[config.mk]
export PLATFORM = sky130hd
export DESIGN_NAME = gaussian_cdt_sampler
export DESIGN_NICKNAME = d
export VERILOG_FILES = /design/src/rtl/pkc_params_pkg.sv /design/src/rtl/xorshift64_prng.sv /design/src/rtl/gaussian_cdt_sampler.sv
export SDC_FILE = /design/constraint.sdc
export NUM_CORES = 1
export LEC_CHECK = 0
export CORE_MARGIN = 2
export CORE_UTILIZATION = 61
export DETAILED_ROUTE_END_ITERATION = 16
export PLACE_DENSITY = 0.84
export SLEW_MARGIN = 5
export SYNTH_ARGS = -nofsm -noshare
export SYNTH_HDL_FRONTEND = slang
export SYNTH_HIERARCHICAL = 1
export SYNTH_SLANG_ARGS = --single-unit
[constraint.sdc]
create_clock -name clk -period 7.7 [get_ports clk]
set_input_delay 1.925 -clock clk [delete_from_list [all_inputs] [get_ports clk]]
set_output_delay 1.925 -clock clk [all_outputs]
set_load 0.02 [all_outputs]
[src/rtl/pkc_params_pkg.sv]
// Shared parameters, CDT contents, FSM encoding and the xorshift64 step
// for the RLWE noise sampler.
package pkc_params_pkg;

  localparam int unsigned P       = 1049089;
  localparam int unsigned N       = 256;
  localparam int unsigned LOGP    = $clog2(P);
  localparam int unsigned LOGN    = $clog2(N);
  localparam int unsigned CDT_LEN = 16;
  localparam int unsigned CDT_W   = 32;
  localparam logic [63:0] SEED    = 64'h9E37_79B9_7F4A_7C15;

  // One-sided cumulative table of |x|, monotonically increasing, entry 0 in
  // the least-significant slot. Zero's mass is already halved in entry 0.
  localparam logic [CDT_LEN-1:0][CDT_W-1:0] cdt_table = {
    32'hFFFE_C5A1, 32'hFFFE_8DE4, 32'hFFFD_1F2C, 32'hFFF8_DC0B,
    32'hFFEA_5E36, 32'hFFBE_76C9, 32'hFF42_B0D6, 32'hFE0A_9A3B,
    32'hFB3D_07C8, 32'hF566_6F31, 32'hEA64_0E1F, 32'hD78D_4FDF,
    32'hBA56_A1C4, 32'h9133_F0E2, 32'h5CB2_C3A1, 32'h1FEC_56D5
  };

  typedef enum logic [2:0] {
    IDLE = 3'd0,
    DRAW = 3'd1,
    SCAN = 3'd2,
    OUT  = 3'd3,
    DONE = 3'd4
  } state_e;

  function automatic logic [63:0] xs64_next(input logic [63:0] x);
    logic [63:0] y;
    y = x ^ (x << 13);
    y = y ^ (y >> 7);
    y = y ^ (y << 17);
    return y;
  endfunction

endpackage

[src/rtl/xorshift64_prng.sv]
// xorshift64 state register with load and zero-seed guard.
module xorshift64_prng #(
  parameter logic [63:0] SEED = pkc_params_pkg::SEED
) (
  input  logic        clk,
  input  logic        reset,
  input  logic        load,
  input  logic [63:0] seed,
  input  logic        step,
  output logic [63:0] state
);
  import pkc_params_pkg::*;

  logic [63:0] x_q;

  // A zero seed would lock xorshift at zero, so it is replaced by SEED.
  always_ff @(posedge clk) begin
    if (reset) begin
      x_q <= SEED;
    end else if (load) begin
      x_q <= (seed == '0) ? SEED : seed;
    end else if (step) begin
      x_q <= xs64_next(x_q);
    end
  end

  assign state = x_q;

endmodule

[src/rtl/gaussian_cdt_sampler.sv]
// Constant-time CDT-inversion discrete-Gaussian sampler; emits N
// coefficients mod P per start request over a valid/ready handshake.
module gaussian_cdt_sampler #(
  parameter int unsigned P       = pkc_params_pkg::P,
  parameter int unsigned N       = pkc_params_pkg::N,
  parameter int unsigned LOGP    = $clog2(P),
  parameter int unsigned LOGN    = $clog2(N),
  parameter int unsigned CDT_LEN = pkc_params_pkg::CDT_LEN,
  parameter int unsigned CDT_W   = pkc_params_pkg::CDT_W,
  parameter logic [63:0] SEED    = pkc_params_pkg::SEED,
  parameter logic [CDT_LEN-1:0][CDT_W-1:0] CDT = pkc_params_pkg::cdt_table
) (
  input  logic            clk,
  input  logic            reset,
  input  logic            start,
  input  logic            seed_load,
  input  logic [63:0]     seed_in,
  input  logic            sample_ready,
  output logic [LOGP-1:0] sample_out,
  output logic            sample_valid,
  output logic            busy,
  output logic            done,
  output logic [LOGN-1:0] sample_cnt,
  output logic [2:0]      state
);
  import pkc_params_pkg::*;

  localparam int unsigned MAGW = $clog2(CDT_LEN + 1);
  localparam int unsigned IDXW = (CDT_LEN > 1) ? $clog2(CDT_LEN) : 1;

  state_e            state_q;
  logic [CDT_W-1:0]  u_q;
  logic              sgn_q;
  logic [MAGW-1:0]   acc_q, acc_d;
  logic [IDXW-1:0]   idx_q;
  logic [LOGP-1:0]   sample_out_q;
  logic              valid_q, busy_q, done_q;
  logic [LOGN-1:0]   cnt_q;

  logic [63:0]       prng_x, x_next;
  logic              prng_load, prng_step;
  logic              unused_xbits;

  xorshift64_prng #(
    .SEED (SEED)
  ) u_prng (
    .clk   (clk),
    .reset (reset),
    .load  (prng_load),
    .seed  (seed_in),
    .step  (prng_step),
    .state (prng_x)
  );

  assign prng_load    = seed_load && (state_q == IDLE);
  assign prng_step    = (state_q == DRAW);
  assign x_next       = xs64_next(prng_x);
  assign unused_xbits = ^x_next[62:CDT_W];

  function automatic logic [LOGP-1:0] to_mod_p(input logic [MAGW-1:0] mag,
                                               input logic neg);
    if (neg && (mag != '0)) return LOGP'(P) - LOGP'(mag);
    return LOGP'(mag);
  endfunction

  // Running comparison count including the current table entry.
  always_comb begin
    acc_d = acc_q;
    acc_d = acc_q + MAGW'(u_q >= CDT[idx_q]);
  end

  // Request FSM; the final SCAN cycle maps the completed count so the
  // coefficient is registered on the same edge that enters OUT.
  always_ff @(posedge clk) begin
    if (reset) begin
      state_q      <= IDLE;
      u_q          <= '0;
      sgn_q        <= 1'b0;
      acc_q        <= '0;
      idx_q        <= '0;
      sample_out_q <= '0;
      valid_q      <= 1'b0;
      busy_q       <= 1'b0;
      done_q       <= 1'b0;
      cnt_q        <= '0;
    end else begin
      done_q <= 1'b0;
      unique case (state_q)
        IDLE: begin
          if (start) begin
            busy_q  <= 1'b1;
            state_q <= DRAW;
          end
        end
        DRAW: begin
          u_q     <= x_next[CDT_W-1:0];
          sgn_q   <= x_next[63];
          acc_q   <= '0;
          idx_q   <= '0;
          state_q <= SCAN;
        end
        SCAN: begin
          acc_q <= acc_d;
          idx_q <= idx_q + IDXW'(1);
          if (idx_q == IDXW'(CDT_LEN - 1)) begin
            sample_out_q <= to_mod_p(acc_d, sgn_q);
            valid_q      <= 1'b1;
            state_q      <= OUT;
          end
        end
        OUT: begin
          if (sample_ready) begin
            valid_q <= 1'b0;
            if (cnt_q == LOGN'(N - 1)) begin
              cnt_q   <= '0;
              done_q  <= 1'b1;
              busy_q  <= 1'b0;
              state_q <= DONE;
            end else begin
              cnt_q   <= cnt_q + LOGN'(1);
              state_q <= DRAW;
            end
          end
        end
        DONE: begin
          state_q <= IDLE;
        end
        default: begin
          state_q <= IDLE;
        end
      endcase
    end
  end

  assign sample_out   = sample_out_q;
  assign sample_valid = valid_q;
  assign busy         = busy_q;
  assign done         = done_q;
  assign sample_cnt   = cnt_q;
  assign state        = state_q;

endmodule

# Yosys cells after proc, flatten, opt, wreduce, memory -nomap -nowiden
# Memory sizes are Yosys's and may differ from the RTL's. A register that Yosys moved wholly into a read port is not among the register bits.
# Cells that the tools add are included.
# totals
rom_bits	512
ramBits	0
regBits	141
out_inout_bits	35
inputBits	69
latch_bits	0
n_memories	1
# classes
eq_ne	9
magnitude_cmp	2
reduce_logical	15
n_shift	0
n_bitwise	5
muxes	28
div	0
mul	0
add_sub_neg	4
# mem_list
name	depth	word_bits	read_ports	rd_clocked_by_memory_dff	write_ports	line	rtl
(name not given)	16	32	1	1	0	gaussian_cdt_sampler.sv:69	acc_d = acc_q + MAGW'(u_q >= CDT[idx_q]);
# op_table
operator	count
2-to-1 mux 64 bit	3
XOR 64 bit	2
zero test 64 bit	1
XOR 64 x 57 -> 64 bit	1
2-to-1 mux 21 bit	2
>= comparator 32 bit	1
2-to-1 mux 32 bit	1
subtractor 21 x 5 -> 21 bit, first input constant	1
2-to-1 mux 3 bit	4
one-hot mux 3 bit (4 select lines)	1
2-to-1 mux 1 bit	10
one-hot mux 5 bit (2 select lines)	1
adder 8 x 1 -> 8 bit, second input constant	1
== test 8 bit, second input constant	1
2-to-1 mux 4 bit	2
2-to-1 mux 8 bit	1
!= test 2 bit, second input constant	4
one-hot mux 4 bit (2 select lines)	1
nonzero test 2 bit	4
== test 3 x 2 -> 1 bit, second input constant	2
AND reduction 3 bit	2
adder 5 x 1 -> 5 bit	1
< comparator 4 x 5 -> 1 bit, second input constant	1
nonzero test 5 bit	1
other kinds (10)	14

# Depth between registers and ports, before layout
# Gate-level depths: netlist of the first run.
# depth
word_depth	11
depth_mapped	18
mapped_depth_nobuf	18

# Hierarchy
# Netlist of the first run, hierarchy kept.
# modules_own_cells
module	n_inst	cells_per_inst	area_per_inst_um2
gaussian_cdt_sampler	1	706	5816.8
xorshift64_prng	1	581	4728.3

# Worst setup path before layout of the first run
# OpenSTA, ideal clock, no wires.
# synth_timing
path_type	register -> register
from	reg u_q[0]
to	reg sample_out_q[4], in the netlist sample_out[4]
path_slack_ns	3.816
path_stages_with_launch	19
n_path_buf	0
setup_time_ns	0.065
t_required_ns	7.635
arrival_time_ns	3.819
synth_period_minus_slack_ns	3.884
cell_sequence	dfxtp_1 > inv_1 > ha_1 > nand2b_1 > a2111oi_0 > o21bai_1 > a221o_1 > a2111oi_0 > o21ai_1 > ha_1 > ha_1 > and3b_1 > a31oi_1 > inv_1 > ha_1 > inv_1 > a221oi_1 > a21oi_1 > nor2_1
# synth_via
elab_chain_len	9
elab_cells_between_ends	11
# synth_lines
item	line	rtl
from (decl)	gaussian_cdt_sampler.sv:32	logic [CDT_W-1:0] u_q;
from (signal assigned)	gaussian_cdt_sampler.sv:96	u_q <= x_next[CDT_W-1:0];
>= comparator 32 bit (*)	gaussian_cdt_sampler.sv:69	
adder 5 x 1 -> 5 bit (*)	gaussian_cdt_sampler.sv:69	
named net acc_d[1]	gaussian_cdt_sampler.sv:34	logic [MAGW-1:0] acc_q, acc_d;
parallel branches: the longest is 6 deep, another holds subtractor 21 x 5 -> 21 bit	-	
2-to-1 mux 21 bit (*)	gaussian_cdt_sampler.sv:63	return LOGP'(mag);
to (signal assigned)	gaussian_cdt_sampler.sv:106	sample_out_q <= to_mod_p(acc_d, sgn_q);
to (decl)	gaussian_cdt_sampler.sv:36	logic [LOGP-1:0] sample_out_q;
# Mark *: on every way through the listed nets, which the timed path passes. The select of a mux whose other input is x is not followed.
# A chain may end at the register's enable or synchronous reset.

# Final worst setup path of the first run
# Ends and elaborated chain as after synthesis.

==> results of run 1 <==
area by class of cell:
type / count / area share, %
repair buffers: 97 / 7.97
flip-flops and latches: 162 / 27.0
well taps: 225 / 2.34
inverters: 49 / 1.58
clock inverters: 9 / 1.50
clock buffers: 20 / 3.80
multi-input cells: 999 / 55.9
Yosys cell counts (6+ instances only):
master      n
buf_2      18
nor3_1     10
nand2b_1   13
a22oi_1     8
buf_4      12
dfxtp_1   162
nor3b_1     6
o21ai_1    20
o211ai_1    8
o22ai_1     8
ha_1       45
nand3_1    12
a21o_1      7
nor2_1    135
clkbuf_1   44
or2_1       8
nand4_1     8
xor2_1    128
o21ai_0    26
a21oi_1    99
nor4_1     15
inv_1      45
xnor2_1   177
buf_1       7
a211oi_1   38
nand2_1   135
through the flow:
step	worst slack [ps]	hold WS, ps
after CTS	3120	463
after global placement	3510	446
final	3170	460
after detailed placement	3320	455
after floorplan	3820	436
after global routing	2790	483
power breakdown:
part / internal, mW / total (mW) / switching, mW
registers: 1.03 / 1.35 / 0.320
clock network: 0.588 / 0.936 / 0.348
logic: 1.19 / 2.54 / 1.35
total: 2.81 / 4.82 / 2.02
cell usage in the layout, fill, tap and decap left out, types with 13 or more instances in the layout:
master,instances
xnor2_1,177
dfxtp_1,162
nand2_1,135
nor2_1,134
xor2_1,128
a21oi_1,99
clkdlybuf4s50_1,92
inv_1,45
ha_1,45
a211oi_1,38
o21ai_0,26
o21ai_1,20
clkbuf_16,17
nor4_1,15
nand2b_1,13
final timing paths:
kind                            startpoint             to  slack (ps)
worst max-delay path                u_q[0]  sample_out[4]        3170
worst max register to register      u_q[0]  sample_out[4]        3170
worst min register to register     u_q[24]        u_q[24]         460
worst min-delay path               u_q[24]        u_q[24]         460
routing by layer:
layer,global-route usage [%],vias up
li1,-,4357
met1,40.5,4295
met2,53.1,495
met3,5.61,118
met4,15.6,0
met5,0,-
worst max-delay path, delay by kind of cell, from the launching register on:
kind                     cells  cell delay [ps]
AO/OA/AOI/OAI                8             2390
adder cells (fa/ha/maj)      4             1170
AND/OR/NAND/NOR              3              420
flip-flops                   1              310
buffers and inverters        3              180
cell families (layout without fill, tap and decap cells):
| logic type | after synthesis | in the layout | share of synthesized area, % |
|---|---|---|---|
| compound gates | 254 | 254 | 15.2 |
| xor+xnor | 308 | 308 | 25.9 |
| fa+ha+maj | 45 | 45 | 5.34 |
| buf+inv | 135 | 175 | 5.93 |
| flops | 162 | 162 | 30.8 |
| mux | 2 | 2 | 0.202 |
| other cells | 1 | 10 | 0.0356 |
| simple gates | 380 | 380 | 16.6 |
==> impl_metrics.json, run 1 <==
{
  "outcome": "completed",
  "cts_buffers": 17,
  "num-nets-final": 1440,
  "yosys.area.top_type": "dfxtp_1",
  "drt-met1-wl_um": 12000,
  "firstDrtPassIters": 6,
  "hold_buffers": 0,
  "cp_cell_sequence": "inv_1, ha_1, nand2b_1, a2111oi_0, o21bai_1, a221o_1, a2111oi_0, o21ai_1, ha_1, ha_1, and3b_1, a31oi_1, inv_1, ha_1, inv_1, a221oi_1, a21oi_1, nor2_1",
  "grt_max_degree": 78,
  "tns_ps": 0,
  "cp_common_cell": "ha_1",
  "wl_met3_um": 2110,
  "cts-htree-levels": 4,
  "rows": 48,
  "coreArea_sq_um": 17100,
  "ant_nets": 0,
  "vias": 9265,
  "fillers": 1303,
  "syn_area_sq_um": 10500,
  "port-buffer-count": 93,
  "ys_ff_latch": 162,
  "start_util_pct": 61.6,
  "relSlewSlack_pct": 31.3,
  "grt.total_usage_pct": 32.1,
  "dr_wl_met2_um": 13600,
  "grt_pass1_vias": 8834,
  "final.setup_skew_ps": 14.0,
  "wl_per_cell_um": 18.6,
  "yosysSeqAreaShare_pct": 30.8,
  "cts_tree": "yes",
  "synth_cell_types": 75,
  "die_x_um": 135,
  "dieArea_sq_um": 18400,
  "dp_hpwl_um": 20000,
  "final.period_utilization_pct": 58.8,
  "clk_pin_slew_worst_paths_ps": 60,
  "drtIter0Drc": 902,
  "hp-class": "flop to flop",
  "fin_crit_ps": 4530,
  "routabilityCongestion": 0.908,
  "tightest_slew_ps": 1030,
  "drt_wl_total_um": 29000,
  "grt-ovfl-total": 0,
  "die_h_um": 135,
  "synthFlopType": "dfxtp_1",
  "viasPerCell": 5.94,
  "drv_cap": 0,
  "cts_buffer_depth": 2,
  "route.detailed.drc": 0,
  "clkSinkCount": 162,
  "p_leak_nw": 4.63,
  "synth.top_cell.area_share_pct": 30.8,
  "clock_latency_ps": 440,
  "antenna_found_initial": 0,
  "synthCells": 1287,
  "final_util_pct": 70.3,
  "cp-end-kind": "flop",
  "p_per_area_nw_per_um2": 401,
  "post-cts-setup-buffers": 0,
  "cts_root_buffer": "clkbuf_16",
  "crit_arrival_ps": 4900,
  "synth_area_leaders": "dfxtp_1 (31%), xnor2_1 (15%), xor2_1 (11%)",
  "grt_pass1_wl_um": 46200,
  "fmax_mhz": 221,
  "ir_drop_mv": 0.294,
  "cp_slowest_cell": "a2111oi_0",
  "fin_cells": 1561,
  "synth-edff-count": 0,
  "reg2regPathDepth": 18,
  "dpl_cell_area_sq_um": 11400,
  "async_reset_ff_share_pct": 0,
  "ios": 104,
  "stdcell_area_sq_um": 12000,
  "max_stage_delay_ps": 570,
  "top_layer": "met4",
  "synth.avg_cell_area_sq_um": 8.19,
  "rsz0062_at_grt": "no",
  "yosys_warnings": 6,
  "worstHoldPathCells": 2,
  "ctsResizeCount": 0,
  "antenna_cells": 0,
  "seq_area_sq_um": 3240,
  "syn_to_final_growth_pct": 14.1,
  "crit_type": "flop to flop",
  "total_power_mw": 4.82,
  "finalHoldViolCount": 0,
  "drive_gt1_share_pct": 4.79,
  "multi_input_area_sq_um": 6720,
  "dp_cells": 1532,
  "drv_slew": 0,
  "start_kind": "flop",
  "setup_viol": 0,
  "cp.required_ps": 8070,
  "worstPathMaxFanout": 4
}
Note: power is estimated with default switching activity, not from simulation.
==> run 2: changes to the inputs <==
--- a/config.mk
+++ b/config.mk
@@ -6,9 +6,9 @@
 export NUM_CORES = 1
 export LEC_CHECK = 0
 export CORE_MARGIN = 2
-export CORE_UTILIZATION = 61
+export CORE_UTILIZATION = 58
 export DETAILED_ROUTE_END_ITERATION = 16
-export PLACE_DENSITY = 0.84
+export PLACE_DENSITY = 0.81
 export SLEW_MARGIN = 5
 export SYNTH_ARGS = -nofsm -noshare
 export SYNTH_HDL_FRONTEND = slang
==> constraint.sdc (replaced) <==
create_clock -name clk -period 4.5 [get_ports clk]
set_input_delay 1.125 -clock clk [delete_from_list [all_inputs] [get_ports clk]]
set_output_delay 1.125 -clock clk [all_outputs]
set_load 0.02 [all_outputs]
==> run 2 against run 1 <==
Net effect: sequential cell count unchanged; largest cell class unchanged; clock power up 44%; final cell count up 0.70%; clock skew down 2.0 ps; core utilization down 3.2 points; critical path type unchanged; first-iteration DRC count down 18%; highest routed layer unchanged.
==> impl_metrics.json, run 2 (same netlist as run 1, synthesis figures left out) <==
{
  "drt_wl_total_um": 28300,
  "cp_cell_sequence": "inv_1, ha_1, nand2b_1, a2111oi_2, o21bai_1, a221o_1, a2111oi_2, o21ai_1, ha_1, ha_1, nor4_2, a31oi_4, o31ai_4, nor2_1, and4_1, a311o_1",
  "drv_slew": 0,
  "max_stage_delay_ps": 370,
  "drv_cap": 0,
  "cts_root_buffer": "clkbuf_16",
  "switchingPower_mw": 3.45,
  "hold_buffers": 0,
  "coreArea_sq_um": 17900,
  "p_int_mw": 4.52,
  "dp_worst_setup_slack_ps": 109,
  "drive_gt1_share_pct": 5.58,
  "power.share.clock_pct": 16.9,
  "ir_drop_mv": 0.471,
  "tightest_slew_ps": 1100,
  "cp_slowest_cell": "a2111oi_2",
  "grt_pass1_wl_um": 44500,
  "cts_buffers": 17,
  "grt-ovfl-total": 0,
  "drtIter0Drc": 743,
  "dieArea_sq_um": 19300,
  "fillers": 1436,
  "antenna_cells": 0,
  "worstHoldPathCells": 2,
  "worstReg2RegEnd": "sample_out[3]",
  "finalHoldViolCount": 0,
  "crit_arrival_ps": 4490,
  "final.setup_skew_ps": 12.0,
  "route.detailed.drc": 0,
  "final.period_utilization_pct": 92.5,
  "rsz0062_at_grt": "no",
  "relSlewSlack_pct": 26.7,
  "clock_latency_ps": 440,
  "crit_type": "flop to flop",
  "outcome": "completed",
  "tns_ps": 0,
  "vias": 9083,
  "cts_buffer_depth": 2,
  "fin_hold_ws_ps": 467,
  "power.share.switching_pct": 43.3,
  "routabilityCongestion": 0.954,
  "final_cell_mix": "xnor2_1 (177), dfxtp_1 (162), nand2_1 (135), nor2_1 (134), xor2_1 (128)",
  "viasPerCell": 5.78,
  "wl_per_cell_um": 18.0,
  "cts-htree-levels": 4,
  "holdPathEnd": "sample_out[1]",
  "power_frac_comb_pct": 54.2,
  "ant_nets": 0,
  "start_util_pct": 58.9,
  "seq_power_share_pct": 28.9,
  "grt_pass1_vias": 8519,
  "layout_commonest_cell": "xnor2_1",
  "ios": 104,
  "fin_crit_ps": 4160,
  "start_kind": "flop",
  "die_h_um": 139,
  "r2r-start": "u_q[0]",
  "cp_common_cell": "ha_1",
  "p_per_area_nw_per_um2": 665,
  "cts_tree": "yes",
  "grt.total_usage_pct": 28.8,
  "reg2regPathDepth": 16,
  "rrSetupSlack_ps": 340,
  "fin_cells": 1572,
  "setup_ws_ps": 337,
  "syn_to_final_growth_pct": 13.8,
  "rows": 49,
  "min_from": "sample_out[1]",
  "cp.required_ps": 4830,
  "dp_hpwl_um": 20200,
  "clkSinkCount": 162,
  "grt_max_degree": 79,
  "clk_pin_slew_worst_paths_ps": 70,
  "dp_cells": 1541,
  "worstPathMaxFanout": 7,
  "die_x_um": 139,
  "setup_viol": 0,
  "cp-end-kind": "flop",
  "hp-class": "flop to flop",
  "p_leak_nw": 4.61,
  "antenna_found_initial": 0,
  "total_power_mw": 7.98,
  "fmax_mhz": 240,
  "num-nets-final": 1445,
  "port-buffer-count": 93,
  "firstDrtPassIters": 7
}
run 2: changes by cell type in the layout (fill, tap and decap cells not counted), sizes merged:
| cell | previous run | this run |
|---|---|---|
| clkinv | 4 | 8 |
| clkbuf | 20 | 18 |
| inv | 48 | 51 |
| bufinv | 5 | 0 |
| buf | 5 | 10 |
| clkinvlp | 1 | 3 |
run 2: final cells by class:
class                           count  area, sq um  area share [%]
Tap cell                          229          287            2.39
Clock inverter                     13          105           0.876
Clock buffer                       18          429            3.58
Inverter                           49          190            1.58
Sequential cell                   162         3240            27.0
Timing Repair Buffer              102          996            8.30
Multi-Input combinational cell    999         6750            56.3
run 2: routing by layer:
layer	share of wire, %	GRT usage, %	routed length (um)	vias up
li1	-	-	-	4354
met1	42	36.8	12000	4266
met2	47	47.4	13300	381
met3	6.3	5.80	1800	82
met4	4.2	12.5	1200	0
met5	0	0	0	-
run 2: power groups by stage:
stage | Sequential (mW) | Clock, mW | Combinational (mW)
floorplan | 2.10 | 0 | 3.53
global placement | 2.30 | 0 | 4.05
detailed placement | 2.31 | 0 | 4.15
CTS | 2.29 | 1.35 | 4.25
global route | 2.34 | 1.40 | 4.66
finish | 2.30 | 1.35 | 4.33
run 2: through the flow:
step / cell area [sq um] / util [%]
6_report: 12000 / 67.0
2_1_floorplan: 10600 / -
3_3_place_gp: 11400 / 63.9
4_1_cts: 12000 / 66.9
3_5_place_dp: 11400 / 63.9
5_1_grt: 12000 / 67.0
run 2: critical path: cells and delay by family (launching register included):
family,cells,cell delay [ps]
AOI/OAI and AO/OA,8,2020
adders and majority gates,3,870
and+or+nand+nor,4,800
DFF,1,310
buffers and inverters,1,50
run 2: worst max path at each step:
stage | slack (ps) | from | end | cells after the start
after floorplan | 620 | u_q[0] | sample_out[4] | 18
after global placement | 340 | u_q[0] | sample_out[4] | 18
after detailed placement | 110 | u_q[0] | sample_out[4] | 18
after CTS | 30 | u_q[0] | sample_out[4] | 18
after global routing | 10 | u_q[0] | sample_out[4] | 18
final | 340 | u_q[0] | sample_out[3] | 16
run 2: what timing repair did:
action,CTS,global route
endpoints found under the hold margin,0,0
buffers inserted,0,0
resized for setup,0,7
endpoints found under the setup margin,0,4
==> run 3: changes to the inputs <==
--- a/config.mk
+++ b/config.mk
@@ -5,6 +5,7 @@
 export SDC_FILE = /design/constraint.sdc
 export NUM_CORES = 1
 export LEC_CHECK = 0
+export CORE_ASPECT_RATIO = 0.9
 export CORE_MARGIN = 2
 export CORE_UTILIZATION = 58
 export DETAILED_ROUTE_END_ITERATION = 16
==> run 3 against run 2 <==
Net effect: register-to-register slack lost 90 ps; setup slack lost 90 ps; sequential power about the same; die area about the same; largest cell class unchanged; largest power group unchanged; highest routed layer unchanged.
==> impl_metrics.json, run 3 (same netlist as run 1, synthesis figures left out) <==
{
  "outcome": "completed",
  "worstPathMaxFanout": 4,
  "p_per_area_nw_per_um2": 667,
  "p_int_mw": 4.58,
  "firstDrtPassIters": 5,
  "drv_cap": 0,
  "cts_buffers": 17,
  "start_kind": "flop",
  "coreArea_sq_um": 17700,
  "viasPerCell": 5.77,
  "relSlewSlack_pct": 22.6,
  "rows": 46,
  "switchingPower_mw": 3.44,
  "busiest_layer": "met2",
  "drv_slew": 0,
  "tightest_slew_ps": 1160,
  "final.setup_skew_ps": 9.47,
  "drtIter0Drc": 874,
  "cts_tree": "yes",
  "syn_to_final_growth_pct": 14.0,
  "dp_hpwl_um": 20300,
  "layout_commonest_cell": "xnor2_1",
  "power_frac_comb_pct": 54.3,
  "route.detailed.drc": 0,
  "grt_pass1_wl_um": 45300,
  "finalHoldViolCount": 0,
  "final.period_utilization_pct": 94.5,
  "crit_type": "flop to flop",
  "grt_max_degree": 80,
  "post-cts-setup-buffers": 0,
  "die_h_um": 132,
  "start_util_pct": 59.5,
  "rsz0062_at_grt": "no",
  "drive_gt1_share_pct": 5.29,
  "hp-class": "flop to flop",
  "cts_root_buffer": "clkbuf_16",
  "cp.required_ps": 4850,
  "ios": 104,
  "dp_worst_setup_slack_ps": 173,
  "antenna_cells": 0,
  "dieArea_sq_um": 19300,
  "grt.total_usage_pct": 29.3,
  "seq_power_share_pct": 28.7,
  "routabilityCongestion": 0.935,
  "fmax_mhz": 235,
  "power.share.clock_pct": 17.0,
  "power.share.switching_pct": 42.9,
  "clkSinkCount": 162,
  "fin_crit_ps": 4250,
  "cts-htree-levels": 4,
  "rrSetupSlack_ps": 250,
  "final_cell_mix": "xnor2_1 (177), dfxtp_1 (162), nand2_1 (135), nor2_1 (134), xor2_1 (128)",
  "num-nets-final": 1443,
  "grt_pass1_vias": 8722,
  "grt-ovfl-total": 0,
  "ir_drop_mv": 0.332,
  "dp_cells": 1550,
  "cts_buffer_depth": 2,
  "crit_arrival_ps": 4610,
  "use_met1_pct": 41.4,
  "grt_use_met2_pct": 44.2,
  "p_leak_nw": 4.59,
  "grt_util_met3_pct": 7.58,
  "setup_ws_ps": 247,
  "vias": 9134,
  "ant_nets": 0,
  "wl_per_cell_um": 17.8,
  "port-buffer-count": 93,
  "cp-end-kind": "flop",
  "clock_latency_ps": 430,
  "antenna_found_initial": 0,
  "tns_ps": 0,
  "drt_wl_total_um": 28200,
  "fin_cells": 1582,
  "clk_pin_slew_worst_paths_ps": 60,
  "setup_viol": 0,
  "die_x_um": 146
}
[run 3: per-layer routing]
| layer | wire length [um] | vias to the layer above |
|---|---|---|
| li1 | - | 4362 |
| met1 | 12600 | 4353 |
| met2 | 12500 | 375 |
| met3 | 2510 | 44 |
| met4 | 555 | 0 |
| met5 | 0 | - |
[run 3: area by class of cell]
cell class | count | area [sq um]
multi-input combinational | 999 | 6750
sequential | 162 | 3240
inverter | 49 | 190
clock inverter | 7 | 50.0
clock buffer | 25 | 505
fill | 1463 | 5700
timing repair buffer | 100 | 981
tap | 240 | 300
[run 3: stage by stage]
stage | hold slack, ps | cell area (sq um) | utilization (%) | total power [mW]
6_report | 455 | 12000 | 67.8 | 8.02
5_1_grt | 479 | 12000 | 67.8 | 8.48
4_1_cts | 459 | 12000 | 67.6 | 7.92
3_5_place_dp | 450 | 11400 | 64.5 | 6.50
3_3_place_gp | 447 | 11400 | 64.5 | 6.37
2_1_floorplan | 436 | 10600 | - | 5.63
[run 3: what timing repair did]
| item | in CTS | in global routing |
|---|---|---|
| resized for setup | 0 | 6 |
| endpoints found under the setup margin | 0 | 2 |
| hold buffers | 0 | 0 |
| hold endpoints to repair | 0 | 0 |
[run 3: final timing paths]
check	start	to	cells after the start
worst max register to register	u_q[0]	sample_out[4]	18
worst min register to register	sample_out[1]	sample_out[1]	2
worst min-delay path	sample_out[1]	sample_out[1]	2
worst max-delay path	u_q[0]	sample_out[4]	18
[run 3: worst max-delay path, stage by stage, from the launching register on]
cell and delay (ps):
dfxtp_1 300, inv_1 50, ha_1 290, nand2b_1 150, a2111oi_1 410, o21bai_1 120
a221o_1 370, a2111oi_1 400, o21ai_1 150, ha_1 270, ha_4 310, and3b_1 200
a31oi_4 250, inv_1 70, ha_1 270, inv_1 40, a221oi_1 320, a21oi_1 80
nor2_1 110
[run 3: power by group through the flow]
| stage | registers, mW | logic (mW) | clock network, mW |
|---|---|---|---|
| floorplan | 2.10 | 3.53 | 0 |
| global placement | 2.30 | 4.07 | 0 |
| detailed placement | 2.31 | 4.19 | 0 |
| CTS | 2.28 | 4.26 | 1.37 |
| global route | 2.33 | 4.70 | 1.45 |
| finish | 2.30 | 4.36 | 1.36 |
